$ cat config.mk
export PLATFORM = sky130hd
export DESIGN_NAME = sum_window_acc
export DESIGN_NICKNAME = d
export VERILOG_FILES = /design/src/rtl/sum_window_acc.sv
export SDC_FILE = /design/constraint.sdc
export NUM_CORES = 1
export LEC_CHECK = 0
export CORE_MARGIN = 10
export CORE_UTILIZATION = 54
export CTS_CLUSTER_DIAMETER = 200
export DETAILED_ROUTE_END_ITERATION = 16
export PLACE_DENSITY = 0.89
export SYNTH_ARGS = -nofsm -noshare
export SYNTH_HDL_FRONTEND = slang
export SYNTH_SLANG_ARGS = --single-unit
$ cat constraint.sdc
create_clock -name clk -period 2.4 [get_ports clk]
set_input_delay 0.6 -clock clk [delete_from_list [all_inputs] [get_ports clk]]
set_output_delay 0.6 -clock clk [all_outputs]
set_load 0.02 [all_outputs]
$ cat src/rtl/sum_window_acc.sv
// Windowed accumulator: sums WINDOW samples, tracks the peak, and holds the result on a valid/ready port.
// Define SUM_WINDOW_ACC_AVG_EN to present the truncating average instead of the raw total.
module sum_window_acc #(
  parameter int DATA_W = 8,
  parameter int WINDOW = 4,
  parameter int CNT_W  = $clog2(WINDOW),
  parameter int ACC_W  = DATA_W + CNT_W
) (
  input  logic              clk,
  input  logic              rst_n,
  input  logic              ena,
  input  logic              clr,
  input  logic [DATA_W-1:0] in_data,
  input  logic              in_valid,
  output logic              in_ready,
  output logic [ACC_W-1:0]  out_sum,
  output logic [DATA_W-1:0] out_max,
  output logic              out_valid,
  input  logic              out_ready
);

  typedef enum logic {ACCUM, HOLD} state_t;

  localparam logic [CNT_W-1:0] LAST = CNT_W'(WINDOW - 1);

  state_t             state, state_next;
  logic [ACC_W-1:0]   acc;
  logic [CNT_W-1:0]   cnt;
  logic [DATA_W-1:0]  pk;

  logic               accept;
  logic [ACC_W-1:0]   total;
  logic [DATA_W-1:0]  pk_next;
  logic [ACC_W-1:0]   result;

  always_ff @(posedge clk or negedge rst_n) begin
    if (!rst_n) state <= ACCUM;
    else        state <= state_next;
  end

  always_comb begin
    state_next = state;
    if (ena) begin
      if (clr) begin
        state_next = ACCUM;
      end else begin
        unique case (state)
          ACCUM: if (in_valid && cnt == LAST) state_next = HOLD;
          HOLD:  if (out_ready)               state_next = ACCUM;
          default: state_next = ACCUM;
        endcase
      end
    end
  end

  always_comb begin
    in_ready  = (state == ACCUM) && ena && !clr;
    out_valid = (state == HOLD);
  end

  assign accept  = in_ready && in_valid;
  assign total   = acc + ACC_W'(in_data);
  assign pk_next = (in_data > pk) ? in_data : pk;

`ifdef SUM_WINDOW_ACC_AVG_EN
  assign result = total >> CNT_W;
`else
  assign result = total;
`endif

  // Final sample is folded into the result directly, so acc/pk restart at zero on the same edge.
  always_ff @(posedge clk or negedge rst_n) begin
    if (!rst_n) begin
      acc     <= '0;
      cnt     <= '0;
      pk      <= '0;
      out_sum <= '0;
      out_max <= '0;
    end else if (ena) begin
      if (clr) begin
        acc <= '0;
        cnt <= '0;
        pk  <= '0;
      end else if (accept) begin
        if (cnt == LAST) begin
          out_sum <= result;
          out_max <= pk_next;
          acc     <= '0;
          cnt     <= '0;
          pk      <= '0;
        end else begin
          acc <= total;
          cnt <= cnt + CNT_W'(1);
          pk  <= pk_next;
        end
      end
    end
  end

endmodule

# Word level (Yosys, flattened, before mapping)
# Cells that the tools add are included.
# word_totals
register_bits,39
input_bits,14
output_inout_bits,20
wordCells,34
# classes
n_eq_ne,1
n_reduce_logical,8
magnitude_cmp,1
n_bitwise,2
addsub,2
mux,14
# ops
operator,count
$mux 8,4
$mux 10,3
$add 10x8->10,1
$gt 8x8->1,1
$mux 2,3
$logic_and 1x1->1,4
$reduce_and 4->1,1
$mux 1,3
$add 2x1->2 const B,1
$eq 2x2->1 const B,1
$not 1->1,2
$pmux 1 s2,1
$reduce_and 2->1,1
$reduce_bool 2->1,1
$logic_not 1->1,1

# Logic depth before layout (Yosys ltp)
# Gate-level depths: netlist of run 1.
# logic_depth
ltp_word,6
depth_mapped,8
depth_no_buf,8

# Least setup slack after synthesis of run 1
# OpenSTA, ideal clock, no wires.
# synth_timing
kind,input port to flip-flop
from,input port in_data[0]
to,register out_sum[8]
t_required_ps,2331
setup_time_ps,69
setup_slack_ps,89
stages,8
n_path_buf,0
arrival_ps,2242
cell_sequence,ha_1 inv_1 fa_1 nor2b_4 o31a_1 o31a_1 or4_1 nand3_1
# synth_between
elab_chain_cells,1
# synth_rtl
element,line_no,text
start: declaration,13,"input logic [DATA_W-1:0] in_data,"
$add 10x8->10,62,assign total = acc + ACC_W'(in_data);
end signal: assignment,86,out_sum <= result;
end: declaration,16,"output logic [ACC_W-1:0] out_sum,"
# No other way between the ends.
# A chain may end at the register's enable or synchronous reset.

# Worst setup path in the final report of run 1
# layout_timing
from,input port in_data[3]
to,register out_sum[8]
# The elaborated chain is that of the path after synthesis.

==> impl_metrics.env, run 1 <==
export IMPL_ys_seq_elements=39
export IMPL_relSlewSlack_pct=67.0
export IMPL_worstMarginPinSlew_ns=0.495
export IMPL_clockBufferDepth=2
export IMPL_synth_seq_area_share_pct=40.9
export IMPL_cp_data_arrival_time_ns=2.61
export IMPL_routed_wl_microns=7380
export IMPL_async_reset_ff_share_pct=100
export IMPL_seqCellArea_sq_um=976
export IMPL_path_buf_inv=1
export IMPL_dr_first_iter_drc_count=207
export IMPL_n_antenna_cell=0
export IMPL_ys_flop_type="dfrtp_1"
export IMPL_port_buffers=33
export IMPL_area_growth_pct=39.8
export IMPL_worst_path_largest_cell_delay_ns=0.55
export IMPL_clock_latency_ns=0.30
export IMPL_cts_tree="done"
export IMPL_synth_cell_types=49
export IMPL_rows=24
export IMPL_die_area_sq_um=7480
export IMPL_worstPathMaxFanout=5
export IMPL_fin_crit_sh_pct=98.9
export IMPL_clkTransAtPathRegs_ns=0.09
export IMPL_synth_area_leaders="dfrtp_1 41%, ha_1 8.9%, o2111ai_1 5.9%, nand2_1 4.1%, a32o_1 3.4%"
export IMPL_total_power_mw=2.30
export IMPL_gr_usage_all_layers_pct=19.9
export IMPL_grt_max_degree=40
export IMPL_nNetsFinal=360
export IMPL_io_pins=34
export IMPL_setup_viol=0
export IMPL_nFillCells=303
export IMPL_yosysTopAreaCellShare_pct=40.9
export IMPL_grt_pass1_wl_microns=12100
export IMPL_avgRoutedWirePerCell_microns=19.4
export IMPL_crit_top_cell="o31a_1"
export IMPL_vias=2447
export IMPL_hold_viol=0
export IMPL_core_sq_um=4320
export IMPL_cap_viol_max_count=0
export IMPL_ant_nets=0
export IMPL_synth_largest_area_cell="dfrtp_1"
export IMPL_synth_cells=243
export IMPL_drc=0
export IMPL_crit_family="compound AO/OA/AOI/OAI gates"
export IMPL_fin_tns_setup_ns=0
export IMPL_hold_buffers=0
export IMPL_die_h_microns=86.5
export IMPL_cts_sinks=39
export IMPL_dp_final_hpwl_microns=5080
export IMPL_required_ns=2.63
export IMPL_pwr_density_cell_nw_per_um2=691
export IMPL_die_x_microns=86.5
export IMPL_first_pass_iters=5
export IMPL_start_kind="input port"
export IMPL_syn_area_per_cell_sq_um=9.82
export IMPL_yosys_top_cells_count="39 x dfrtp_1, 26 x nand2_1, 17 x ha_1, 16 x o2111ai_1, 14 x o21ai_0"
export IMPL_status="finished clean"
export IMPL_peakVddDrop_mv=0.538
export IMPL_htree_num_levels=2
export IMPL_yosysWarnings=0
export IMPL_final_max_slew_violation_count=0
export IMPL_end_kind="register"
export IMPL_skew_ns=0.0106
export IMPL_path_cells="clkdlybuf4s50_1 > ha_4 > o21a_1 > o31a_1 > o31a_1 > or4_1 > nand3_1"
export IMPL_via_per_inst=6.42
export IMPL_gp_congestion=0.947
export IMPL_leakage_nw=1.52
export IMPL_syn_cell_area_sq_um=2390
export IMPL_period_minus_slack_ns=2.37
export IMPL_antenna_found_initial=0
export IMPL_grt_ovfl_total=0
export IMPL_grt_pass1_vias=2547
export IMPL_min_path_type="input port to async pin"
export IMPL_synth_edf_count=0
export IMPL_slowest_stage="clkdlybuf4s50_1"
export IMPL_synth_most_common_cell="dfrtp_1"
export IMPL_max_freq_mhz=421
export IMPL_cts_buffers=5
export IMPL_initial_core_util_pct=55.2
export IMPL_crit_type="input port to register"
export IMPL_ctsRootBufferMaster="clkbuf_8"
export IMPL_drive_gt1_share_pct=25.8
export IMPL_multi_input_comb_area_sq_um=1360
export IMPL_synth_nets=275
-- routing by layer --
layer  share of wire [%]  global-route usage [%]  vias to the layer above
met3                 7.6                    6.19                       34
met1                  39                    21.9                     1193
met4                 3.3                    8.84                        0
met5                   0                       0                        -
met2                  50                    34.3                      119
li1                    -                       -                     1101
-- cell families after synthesis --
family,count (synthesis),synth area share (%)
muxes,5,2.25
AOI/OAI and AO/OA,81,25.1
adders and majority gates,18,9.75
buffers and inverters,23,4.40
DFF,39,40.9
and+or+nand+nor,74,16.5
xor gates and xnor gates,3,1.10
-- metrics by stage --
step	cells	utilization, %	setup WS (ns)	hold slack [ns]	area, sq um
floorplan	243	-	0.0895	0.304	2390
global placement	371	72.4	-0.436	0.460	3130
detailed placement	371	72.4	-0.504	0.466	3130
CTS	380	76.5	-0.00212	0.365	3310
global route	381	77.1	-0.0209	0.383	3340
finish	381	77.1	0.0273	0.345	3340
-- final timing paths --
path                              endpoint  startpoint  cells after the start  slack (ns)
worst max-delay path            out_sum[8]  in_data[3]                      7        0.03
worst min-delay path            out_max[1]       rst_n                      2        0.34
worst max register to register  out_sum[8]      acc[0]                      8        0.25
worst min register to register  out_max[5]  out_max[5]                      2        0.47
max in group asynchronous           acc[6]       rst_n                      2        1.71
min in group clk                out_max[5]  out_max[5]                      2        0.47
-- timing repair --
item | in CTS | in global routing
buffers inserted | 1 | 1
pin swaps | 3 | 3
gates resized for setup | 12 | 5
setup endpoints to repair | 16 | 16
-- cell usage in the layout, fill, tap and decap left out, types with 2 or more instances in the layout --
master,synthesis,routed
nand2_2,2,2
or4_1,2,2
dfrtp_1,39,39
o211ai_1,2,2
nor2b_1,3,3
a21oi_2,1,3
clkdlybuf4s50_1,0,28
bufinv_16,0,2
dlygate4sd2_1,0,4
inv_1,13,12
o31a_1,2,2
clkbuf_8,1,5
a21o_1,4,4
a21oi_1,10,8
nor2_1,10,10
a22o_1,6,6
nand3_1,10,10
buf_4,0,54
ha_1,17,13
o21ai_0,14,13
xnor2_1,3,3
o22ai_1,3,3
o2111ai_1,16,16
mux2i_1,2,2
nor3b_1,5,5
mux2_2,3,3
o21a_1,4,4
ha_4,0,3
nand4_1,2,2
o21ai_1,1,2
a32o_1,8,8
nand2_1,26,26
nand2b_1,4,4
a22oi_1,2,2
-- where the power goes --
part | switching [mW] | leakage (nW) | internal, mW
clock | 0.244 | 0.0644 | 0.415
sequential | 0.0671 | 0.530 | 0.752
combinational | 0.423 | 0.926 | 0.404
total | 0.734 | 1.52 | 1.57
-- cell type report --
class	instances	share of cell area, %
inverters	13	1.46
multi-input cells	181	40.9
flip-flops and latches	39	29.3
well taps	52	1.95
clock buffers	5	2.06
repair buffers	88	22.4
clock inverters	3	2.03
-- state kept, by name (all words and copies together), names as in the netlist --
signal,flops
acc,10
pk,8
out_sum,10
cnt,2
out_max,8
out_valid,1
Note: power is estimated with default switching activity, not from simulation.
==> run 2: changes to the inputs <==
--- a/config.mk
+++ b/config.mk
@@ -9,7 +9,7 @@
 export CORE_UTILIZATION = 54
 export CTS_CLUSTER_DIAMETER = 200
 export DETAILED_ROUTE_END_ITERATION = 16
-export PLACE_DENSITY = 0.89
+export PLACE_DENSITY = 0.83
 export SYNTH_ARGS = -nofsm -noshare
 export SYNTH_HDL_FRONTEND = slang
 export SYNTH_SLANG_ARGS = --single-unit
==> run 2 against run 1 <==
  * First-iteration DRC count shrank 10%
  * Register-to-register slack lost 0.05 ns
  * Sequential cell count is the same
  * Critical path type unchanged
==> impl_metrics.env, run 2 (same netlist as run 1, synthesis figures left out) <==
export IMPL_status="finished clean"
export IMPL_n_antenna_cell=0
export IMPL_clock_latency_ns=0.31
export IMPL_drc=0
export IMPL_nNetsFinal=358
export IMPL_io_pins=34
export IMPL_peakVddDrop_mv=0.463
export IMPL_leakage_nw=1.51
export IMPL_avgRoutedWirePerCell_microns=18.4
export IMPL_die_x_microns=86.5
export IMPL_final_cell_area_sq_um=3280
export IMPL_period_minus_slack_ns=2.38
export IMPL_holdWs_ns=0.214
export IMPL_area_growth_pct=37.6
export IMPL_hold_viol=0
export IMPL_fin_crit_sh_pct=99.3
export IMPL_cap_viol_max_count=0
export IMPL_crit_type="input port to register"
export IMPL_final_cell_mix="52 x buf_4, 39 x dfrtp_1, 27 x clkdlybuf4s50_1"
export IMPL_die_h_microns=86.5
export IMPL_final_max_slew_violation_count=0
export IMPL_skew_ns=0.00941
export IMPL_gr_usage_all_layers_pct=18.5
export IMPL_setup_viol=0
export IMPL_end_kind="register"
export IMPL_final_common_cell="buf_4"
export IMPL_grt_pass1_vias=2400
export IMPL_grt_ovfl_total=0
export IMPL_core_sq_um=4320
export IMPL_ctsRootBufferMaster="clkbuf_8"
export IMPL_antenna_found_initial=0
export IMPL_cts_sinks=39
export IMPL_fin_tns_setup_ns=0
export IMPL_worstPathMaxFanout=8
export IMPL_rsz0062_at_grt="true"
export IMPL_cts_tree="done"
export IMPL_drive_gt1_share_pct=25.4
export IMPL_relSlewSlack_pct=72.6
export IMPL_cp_data_arrival_time_ns=2.63
export IMPL_htree_num_levels=2
export IMPL_dr_first_iter_drc_count=186
export IMPL_min_path_type="input port to async pin"
export IMPL_routed_wl_microns=6980
export IMPL_rows=24
export IMPL_grt_max_degree=19
export IMPL_first_pass_iters=4
export IMPL_top_regs="acc x10, out_sum x10"
export IMPL_dp_final_hpwl_microns=5090
export IMPL_clkTransAtPathRegs_ns=0.08
export IMPL_grt_pass1_wl_microns=11200
export IMPL_pwr_density_cell_nw_per_um2=646
export IMPL_total_power_mw=2.12
export IMPL_start_kind="input port"
export IMPL_via_per_inst=6.12
export IMPL_initial_core_util_pct=55.2
export IMPL_cts_buffers=5
export IMPL_worstMarginPinSlew_ns=0.400
export IMPL_ant_nets=0
export IMPL_vias=2319
export IMPL_place_area_sq_um=3120
export IMPL_gp_congestion=0.889
export IMPL_max_freq_mhz=420
export IMPL_port_buffers=33
export IMPL_nFillCells=296
export IMPL_required_ns=2.65
export IMPL_clockBufferDepth=2
export IMPL_die_area_sq_um=7480
## run 2: cell type report
class                   count  area, sq um  area share, %
multi-input cells         181         1360           41.3
repair buffers             86          733           22.3
well taps                  52         65.1           1.98
clock inverters             1         7.51          0.229
clock buffers               7         96.3           2.93
inverters                  13         48.8           1.49
flip-flops and latches     39          976           29.7
## run 2: where the power goes
group | total (mW) | switching, mW | internal [mW]
registers | 0.815 | 0.0638 | 0.752
logic | 0.797 | 0.410 | 0.386
clock network | 0.510 | 0.249 | 0.261
## run 2: timing repair
| action | CTS | global route |
|---|---|---|
| pin swaps | 5 | 4 |
| hold buffers | 0 | 0 |
| buffers inserted | 1 | 0 |
| resized for setup | 12 | 4 |
| endpoints found under the setup margin | 25 | 11 |
## run 2: metal layers
layer  global-route usage [%]  share of wire [%]
met5                        0                  0
met4                     8.54                2.8
met3                     4.60                8.4
met2                     32.7                 50
met1                     20.3                 39
## run 2: path summary, 6_finish.rpt
| check | end | slack (ns) | depth (start not counted) | from |
|---|---|---|---|---|
| max | pk[0] | 0.02 | 9 | in_data[3] |
| min | out_max[6] | 0.21 | 1 | rst_n |
| max reg2reg | out_sum[8] | 0.20 | 8 | acc[0] |
| min reg2reg | out_max[2] | 0.48 | 2 | out_max[2] |
| max in group asynchronous | out_sum[0] | 1.64 | 2 | rst_n |
| min in group clk | out_max[2] | 0.48 | 2 | out_max[2] |
## run 2: worst max-delay path: stages
cell and delay [ns]:
clkdlybuf4s50_1 0.48, buf_4 0.18, ha_1 0.35, nand4_1 0.16
o221ai_2 0.26, o22ai_1 0.14, a21oi_2 0.14, buf_4 0.18
a32o_1 0.14
## run 2: metrics by stage
step	instances	util, %	setup slack (ns)
2_1_floorplan	243	-	0.0895
3_5_place_dp	370	72.2	-0.555
4_1_cts	379	75.3	0.00393
5_1_grt	379	75.9	-0.0458
3_3_place_gp	370	72.2	-0.422
6_report	379	75.9	0.0176
==> run 3: changes to the inputs <==
--- a/config.mk
+++ b/config.mk
@@ -5,11 +5,13 @@
 export SDC_FILE = /design/constraint.sdc
 export NUM_CORES = 1
 export LEC_CHECK = 0
+export ABC_AREA = 1
+export CORE_ASPECT_RATIO = 1.1
 export CORE_MARGIN = 10
 export CORE_UTILIZATION = 54
 export CTS_CLUSTER_DIAMETER = 200
 export DETAILED_ROUTE_END_ITERATION = 16
-export PLACE_DENSITY = 0.83
+export PLACE_DENSITY = 0.84
 export SYNTH_ARGS = -nofsm -noshare
 export SYNTH_HDL_FRONTEND = slang
 export SYNTH_SLANG_ARGS = --single-unit
==> run 3 against run 2 <==
  * Sequential share of layout area grew 5.1 points
  * Sequential cell count unchanged
  * Worst hold slack better by 0.12 ns
  * Global-route usage decreased by 2.4 points
  * Critical path type unchanged
  * Largest power group unchanged
==> impl_metrics.env, run 3 <==
export IMPL_status="finished clean"
export IMPL_syn_cell_area_sq_um=2290
export IMPL_cts_setup_buffers=0
export IMPL_core_sq_um=4020
export IMPL_grt_pass1_wl_microns=9180
export IMPL_rows=24
export IMPL_pwr_density_cell_nw_per_um2=598
export IMPL_r2r_cells=9
export IMPL_synth_largest_area_cell="dfrtp_1"
export IMPL_skew_ns=0.0100
export IMPL_ys_seq_elements=39
export IMPL_dp_final_hpwl_microns=4010
export IMPL_synth_seq_area_share_pct=42.6
export IMPL_cts_resized=1
export IMPL_max_freq_mhz=458
export IMPL_port_buffers=33
export IMPL_clock_latency_ns=0.30
export IMPL_die_x_microns=82.1
export IMPL_area_growth_pct=22.3
export IMPL_yosysWarnings=0
export IMPL_final_cell_area_sq_um=2800
export IMPL_n_antenna_cell=0
export IMPL_via_per_inst=5.25
export IMPL_avgRoutedWirePerCell_microns=13.6
export IMPL_synth_area_leaders="dfrtp_1 43%, nand2_1 18%, ha_1 9.3%, nand3_1 9.0%, inv_1 5.4%"
export IMPL_top_regs="acc x10, out_sum x10"
export IMPL_grt_pass1_vias=2110
export IMPL_setup_worst_path_end="acc[8]"
export IMPL_final_max_slew_violation_count=0
export IMPL_synth_most_common_cell="nand2_1"
export IMPL_die_h_microns=88.3
export IMPL_crit_top_cell="nand2_1"
export IMPL_first_pass_iters=4
export IMPL_relSlewSlack_pct=66.7
export IMPL_clockBufferDepth=2
export IMPL_die_area_sq_um=7240
export IMPL_htree_num_levels=2
export IMPL_ys_flop_type="dfrtp_1"
export IMPL_vias=2053
export IMPL_startpoint="in_data[0]"
export IMPL_synth_nets=324
export IMPL_cts_sinks=39
export IMPL_grt_ovfl_total=0
export IMPL_synth_cells=292
export IMPL_crit_type="input port to register"
export IMPL_clkTransAtPathRegs_ns=0.07
export IMPL_worst_path_largest_cell_delay_ns=0.48
export IMPL_r2r_end="acc[8]"
export IMPL_yosys_top_cells_count="107 x nand2_1, 41 x nand3_1, 39 x dfrtp_1, 33 x inv_1, 17 x ha_1"
export IMPL_hold_viol=0
export IMPL_min_path_type="input port to async pin"
export IMPL_dr_first_iter_drc_count=151
export IMPL_required_ns=2.58
export IMPL_hold_buffers=0
export IMPL_routed_wl_microns=5320
export IMPL_end_kind="register"
export IMPL_worstPathMaxFanout=3
export IMPL_nFillCells=340
export IMPL_nNetsFinal=370
export IMPL_cts_buffers=5
export IMPL_grt_max_degree=40
export IMPL_peakVddDrop_mv=0.278
export IMPL_setup_viol=0
export IMPL_ant_nets=0
export IMPL_synth_cell_types=30
export IMPL_drive_gt1_share_pct=9.14
export IMPL_cap_viol_max_count=0
export IMPL_final_cell_mix="107 x nand2_1, 41 x nand3_1, 39 x dfrtp_1"
export IMPL_period_minus_slack_ns=2.18
export IMPL_slowest_stage="clkdlybuf4s50_1"
export IMPL_final_common_cell="nand2_1"
export IMPL_antenna_found_initial=0
export IMPL_leakage_nw=1.53
export IMPL_worstMarginPinSlew_ns=0.499
export IMPL_rrSetupSlack_ns=0.66
export IMPL_ctsRootBufferMaster="clkbuf_8"
export IMPL_yosysTopAreaCellShare_pct=42.6
export IMPL_fin_crit_sh_pct=91.0
export IMPL_drc=0
export IMPL_gp_congestion=0.899
export IMPL_r2r_start="acc[0]"
export IMPL_path_cells="clkdlybuf4s50_1 > ha_1 > inv_1 > fa_1 > o21ai_1 > nand2_1 > nand2_1 > nand2_1 > nand3_1 > o21ai_0"
export IMPL_cp_data_arrival_time_ns=2.36
export IMPL_synth_edf_count=0
export IMPL_cts_tree="done"
export IMPL_place_area_sq_um=2720
export IMPL_async_reset_ff_share_pct=100
export IMPL_start_kind="input port"
export IMPL_syn_area_per_cell_sq_um=7.84
export IMPL_rsz0062_at_grt="false"
export IMPL_total_power_mw=1.67
export IMPL_gr_usage_all_layers_pct=16.2
export IMPL_initial_core_util_pct=56.9
export IMPL_io_pins=34
## run 3: cell count changes in the layout (fill, tap and decap cells not counted), moves of 16 or more
| cell | before | now |
|---|---|---|
| nand2_1 | 26 | 107 |
| buf_4 | 52 | 11 |
| nand3_1 | 10 | 41 |
| inv_1 | 12 | 33 |
| o2111ai_1 | 16 | 0 |
## run 3: worst min-delay path by stage
| stage | startpoint | depth (start not counted) | end |
|---|---|---|---|
| 3_5_place_dp | out_sum[2] | 2 | out_sum[2] |
| 4_1_cts | rst_n | 2 | out_max[2] |
| 6_report | rst_n | 2 | out_max[2] |
| 3_3_place_gp | out_max[2] | 2 | out_max[2] |
| 2_1_floorplan | rst_n | 0 | acc[0] |
| 5_1_grt | rst_n | 2 | out_max[2] |
## run 3: cells by family after synthesis
| kind of cell | after synthesis | synth area share (%) |
|---|---|---|
| buf+inv | 42 | 7.98 |
| simple gates | 165 | 31.7 |
| xor+xnor | 3 | 1.15 |
| flops | 39 | 42.6 |
| fa+ha+maj | 18 | 10.2 |
| compound gates | 25 | 6.40 |
## run 3: per-stage QoR
stage	util [%]	instances	setup slack, ns	setup TNS (ns)	hold WS (ns)
after global placement	67.6	383	-0.0302	-0.0674	0.461
after floorplan	-	292	0.520	0	0.304
after CTS	69.6	391	0.226	0	0.359
final	69.6	391	0.217	0	0.337
after detailed placement	67.6	383	-0.0965	-0.354	0.463
after global routing	69.6	391	0.0562	0	0.378
## run 3: layer usage
metal	GRT usage, %	part of all wire (%)	wire [microns]	vias up
met2	28.3	51	2720	50
met3	4.56	5.4	285	9
met4	7.59	2.3	121	0
met1	17.5	41	2200	968
li1	-	-	-	1026
met5	0	0	0	-
## run 3: worst max-delay path, delay by kind of cell
| family | cells | cell delay (ns) |
|---|---|---|
| and+or+nand+nor | 4 | 0.31 |
| AOI/OAI and AO/OA | 2 | 0.33 |
| buffers and inverters | 2 | 0.54 |
| adders and majority gates | 2 | 0.57 |
## run 3: area by class of cell
cell class | count | area [sq um] | share of cell area (%)
timing repair buffer | 44 | 407 | 14.5
multi-input combinational | 211 | 1130 | 40.4
tap | 52 | 65.1 | 2.32
clock inverter | 1 | 5.00 | 0.179
inverter | 37 | 140 | 5.01
sequential | 39 | 976 | 34.9
clock buffer | 7 | 76.3 | 2.73
## run 3: where the power goes
group	internal (mW)	leakage (nW)	switching, mW
Clock	0.204	0.0422	0.229
Sequential	0.717	0.533	0.0351
Combinational	0.201	0.951	0.286
